==> config.mk <==
export PLATFORM = sky130hd
export DESIGN_NAME = serial_add_ctrl
export DESIGN_NICKNAME = d
export VERILOG_FILES = /design/src/rtl/serial_add_pkg.sv /design/src/rtl/fa_cell.sv /design/src/rtl/serial_add_ctrl.sv
export SDC_FILE = /design/constraint.sdc
export NUM_CORES = 1
export LEC_CHECK = 0
export CAP_MARGIN = 20
export CELL_PAD_IN_SITES_DETAIL_PLACEMENT = 0
export CELL_PAD_IN_SITES_GLOBAL_PLACEMENT = 1
export CORE_ASPECT_RATIO = 0.7
export CORE_UTILIZATION = 37
export CTS_CLUSTER_DIAMETER = 200
export CTS_CLUSTER_SIZE = 28
export DETAILED_ROUTE_END_ITERATION = 8
export PLACE_DENSITY_LB_ADDON = 0.08
export SYNTH_ARGS = -nofsm -noshare
export SYNTH_HDL_FRONTEND = slang
export SYNTH_SLANG_ARGS = --single-unit
export TNS_END_PERCENT = 5
==> constraint.sdc <==
create_clock -name clk -period 1.67 [get_ports clk]
set_input_delay 0.167 -clock clk [delete_from_list [all_inputs] [get_ports clk]]
set_output_delay 0.167 -clock clk [all_outputs]
set_load 0.03 [all_outputs]
==> src/rtl/serial_add_pkg.sv <==
// Shared types and sizing helpers for the bit-serial add controller.
package serial_add_pkg;

  typedef enum logic [1:0] {
    IDLE = 2'd0,
    RUN  = 2'd1,
    DONE = 2'd2
  } state_t;

  localparam int WIDTH_MAX = 16;

  // Bit counter width: wide enough to hold WIDTH itself.
  function automatic int cnt_w(input int width);
    return $clog2(width + 1);
  endfunction

endpackage

==> src/rtl/fa_cell.sv <==
// Single-bit full adder; one instance is time-shared across all operand bits.
module fa_cell (
  input  logic a,
  input  logic b,
  input  logic cin,
  output logic s,
  output logic cout
);

  assign s    = a ^ b ^ cin;
  assign cout = (a & b) | (a & cin) | (b & cin);

endmodule

==> src/rtl/serial_add_ctrl.sv <==
// Bit-serial adder controller, LSB first, one bit per clk through a shared fa_cell.
// Optional SERIAL_ADD_SUB_EN adds a 'sub' input for two's-complement a - b.
//
// state | meaning
// IDLE  | waiting for start; sum holds last result
// RUN   | one operand bit per cycle through the shared cell
// DONE  | one-cycle done pulse, then back to IDLE
module serial_add_ctrl
  import serial_add_pkg::*;
#(
  parameter int WIDTH = 4
) (
  input  logic             clk,
  input  logic             rst,
`ifdef SERIAL_ADD_SUB_EN
  input  logic             sub,
`endif
  input  logic             start,
  input  logic [WIDTH-1:0] a,
  input  logic [WIDTH-1:0] b,
  output logic [WIDTH:0]   sum,
  output logic             busy,
  output logic             done
);

  localparam int CNT_W = cnt_w(WIDTH);
  localparam logic [CNT_W-1:0] CNT_LAST = CNT_W'(WIDTH - 1);

  state_t           state;
  logic [WIDTH-1:0] a_sr;
  logic [WIDTH-1:0] b_sr;
  logic [WIDTH-1:0] r_sr;
  logic [WIDTH-1:0] r_next;
  logic [CNT_W-1:0] cnt;
  logic             carry;
  logic             s;
  logic             co;
  logic             sub_sel;

`ifdef SERIAL_ADD_SUB_EN
  assign sub_sel = sub;
`else
  assign sub_sel = 1'b0;
`endif

  fa_cell u_fa (
    .a    (a_sr[0]),
    .b    (b_sr[0]),
    .cin  (carry),
    .s    (s),
    .cout (co)
  );

  // New result bit enters at the MSB; the concat keeps WIDTH=1 legal.
  assign r_next = WIDTH'({s, r_sr} >> 1);

  always_ff @(posedge clk) begin
    if (rst) begin
      state <= IDLE;
      a_sr  <= '0;
      b_sr  <= '0;
      r_sr  <= '0;
      cnt   <= '0;
      carry <= 1'b0;
      sum   <= '0;
      busy  <= 1'b0;
      done  <= 1'b0;
    end else begin
      case (state)
        IDLE: begin
          done <= 1'b0;
          if (start) begin
            a_sr  <= a;
            b_sr  <= sub_sel ? ~b : b;
            carry <= sub_sel;
            cnt   <= '0;
            busy  <= 1'b1;
            state <= RUN;
          end
        end
        RUN: begin
          r_sr  <= r_next;
          a_sr  <= a_sr >> 1;
          b_sr  <= b_sr >> 1;
          carry <= co;
          cnt   <= cnt + 1'b1;
          if (cnt == CNT_LAST) begin
            sum   <= {co, r_next};
            busy  <= 1'b0;
            done  <= 1'b1;
            state <= DONE;
          end
        end
        DONE: begin
          done  <= 1'b0;
          busy  <= 1'b0;
          state <= IDLE;
        end
        default: begin
          busy  <= 1'b0;
          done  <= 1'b0;
          state <= IDLE;
        end
      endcase
    end
  end

endmodule

==> impl_metrics.json <==
{
  "grt_setup_unrepaired": "false",
  "hold_buffers": 0,
  "cts_root_buffer": "clkbuf_4",
  "crit_chain": "clkdlybuf4s50_1",
  "cts_tree": "yes",
  "crit_required_ns": 1.50,
  "n_antenna_cell": 0,
  "cp_max_fo": 2,
  "fp.dieH_um": 44.1,
  "dieArea_um2": 2740,
  "cts_setup_buffers": 0,
  "cts.sinks": 23,
  "portBuffers": 17,
  "endpoint_kind": "output port",
  "status": "finished, final reports clean",
  "seqPwrFrac": 0.611,
  "min_period_ns": 1.50,
  "switching_share": 0.250,
  "chipWidth_um": 62.2,
  "drc": 0,
  "p_leak_uw": 0.000432,
  "dr.pass1.iters": 4,
  "fin_tns_setup_ns": 0,
  "max_stage_delay_ns": 0.67,
  "syn_area_per_cell_um2": 9.37,
  "p_int_uw": 719,
  "finalClockSkew_ns": 0.00401,
  "dr_wl_met3_um": 71,
  "routedWlPerCell_um": 11.1,
  "routed-wl-met2_um": 657,
  "yosys_warnings": 0,
  "cts_made_buffers": 3,
  "critPathTopFamily": "buffers and inverters",
  "worst-path-buf-inv": 1,
  "worst-endpoint-arrival_ns": 1.33,
  "seqCellArea_um2": 460,
  "io-pin-count": 18,
  "grt_pass1_wl_um": 3040,
  "top_layer_used": "met4",
  "yosysTopAreaCell": "dfxtp_1",
  "crit_slowest_cell": "clkdlybuf4s50_1",
  "layout.cells.most_common": "dfxtp_1",
  "syn_to_final_growth_pct": 22.7,
  "drive_above_1_share": 0.0684,
  "hold_class": "flip-flop to flip-flop",
  "clockBufferDepth": 2,
  "syn-cell-area_um2": 937,
  "cap_violations": 0,
  "gr-usage-all-layers": 0.143,
  "fin_crit_sh": 0.898,
  "ir_drop_mv": 0.481,
  "finalNetCount": 132,
  "p_comb_frac": 0.120,
  "fillers": 222,
  "setup_viol": 0,
  "cts_resized": 1,
  "slew_headroom": 0.725,
  "antenna_found_initial": 0,
  "path_class": "flip-flop to output port",
  "worstSetupStartpointType": "flip-flop",
  "grt_max_degree": 24,
  "ys_seq_elements": 23,
  "synth_fp_nets": 114,
  "start_util": 0.415,
  "synthTopCellsByArea": "dfxtp_1, mux2i_1, nor2_1",
  "wl_met1_um": 909,
  "core-area_um2": 2260,
  "ant_nets": 0,
  "clkSlewWorstSetupHoldPaths_ns": 0.13,
  "avgViaCountPerCell": 4.72,
  "grt_pass1_vias": 671,
  "p_sw_uw": 239,
  "p_per_area_nw_per_um2": 833,
  "multi_input_area_um2": 423,
  "final_core_util": 0.509,
  "worstMarginPinSlew_ns": 0.413,
  "drt_iter0_drc": 43,
  "clkPwrFrac": 0.269,
  "htree_levels": 1,
  "synthCells": 100,
  "gp_congestion": 0.720,
  "final_cell_mix": "dfxtp_1, clkdlybuf4s50_1, nor2_1",
  "routed_wl_um": 1650,
  "gr-total-overflow": 0,
  "synth_top_area_frac": 0.491,
  "dpl.hpwl_um": 1140,
  "max_clock_freq_mhz": 667,
  "yosysUniqueCellTypes": 22,
  "slew_viol_final": 0,
  "rows": 14,
  "via_count": 703,
  "insertion_delay_ns": 0.31,
  "hold_viol_final": 0,
  "seq_area_frac_synth": 0.491
}
## metal layers
layer | GRT usage | up-vias
met3 | 0.0464 | 2
li1 | - | 377
met5 | 0 | -
met1 | 0.196 | 310
met4 | 0.0279 | 0
met2 | 0.222 | 14
## power groups by stage
stage	clock, uW	combinational [uW]	sequential [uW]
CTS	266	117	586
finish	258	115	586
global placement	0	116	598
global route	291	130	590
floorplan	0	74.8	599
detailed placement	0	117	598
## sequential cells by signal (all words and copies together) (netlist names)
signal / cells
done: 1
state: 2
a_sr: 4
sum: 5
r_sr: 3
b_sr: 4
cnt: 3
carry: 1
## kinds of logic (layout without fill, tap and decap cells)
family	count (synthesis)	count (layout)	synth area share
mux	8	8	0.0855
fa+ha+maj	3	3	0.0481
buf+inv	9	26	0.0574
flops	23	23	0.491
simple gates	37	37	0.178
compound gates	20	20	0.140
## cell usage after synthesis
cell,number
a211oi_1,6
a21oi_1,8
a22oi_1,4
a2bb2oi_1,1
and2b_2,1
buf_2,1
buf_4,1
buf_6,2
clkbuf_1,3
dfxtp_1,23
fa_1,1
ha_1,2
inv_1,2
mux2i_1,8
nand2_1,11
nand2b_1,2
nand3_1,5
nand3b_1,1
nor2_1,13
nor3_1,3
nor3b_1,1
o21bai_1,1
## final cells by class
type | instances | area share
timing repair buffer | 20 | 0.166
sequential | 23 | 0.400
tap | 32 | 0.0348
clock buffer | 3 | 0.0196
clock inverter | 1 | 0.00435
multi-input combinational | 68 | 0.368
inverter | 2 | 0.00653
## through the flow
step | instances | setup slack, ns | hold slack [ns] | area, um2 | power [uW]
2_1_floorplan | 100 | 0.398 | 0.240 | 937 | 673
3_3_place_gp | 145 | 0.244 | 0.443 | 1120 | 715
3_5_place_dp | 145 | 0.216 | 0.446 | 1120 | 715
4_1_cts | 149 | 0.158 | 0.464 | 1150 | 969
5_1_grt | 149 | 0.101 | 0.475 | 1150 | 1010
6_report | 149 | 0.170 | 0.461 | 1150 | 958
## final timing paths
check | start | endpoint | slack [ns] | cells after the start
max reg2reg | cnt[0]$_SDFFE_PP0P_ | sum[4]$_SDFFE_PP0P_ | 0.27 | 5
min reg2reg | sum[2]$_SDFFE_PP0P_ | sum[2]$_SDFFE_PP0P_ | 0.46 | 2
max | sum[4]$_SDFFE_PP0P_ | sum[4] | 0.17 | 1
min | sum[2]$_SDFFE_PP0P_ | sum[2]$_SDFFE_PP0P_ | 0.46 | 2
No activity file was read; power rests on OpenSTA's default activity.
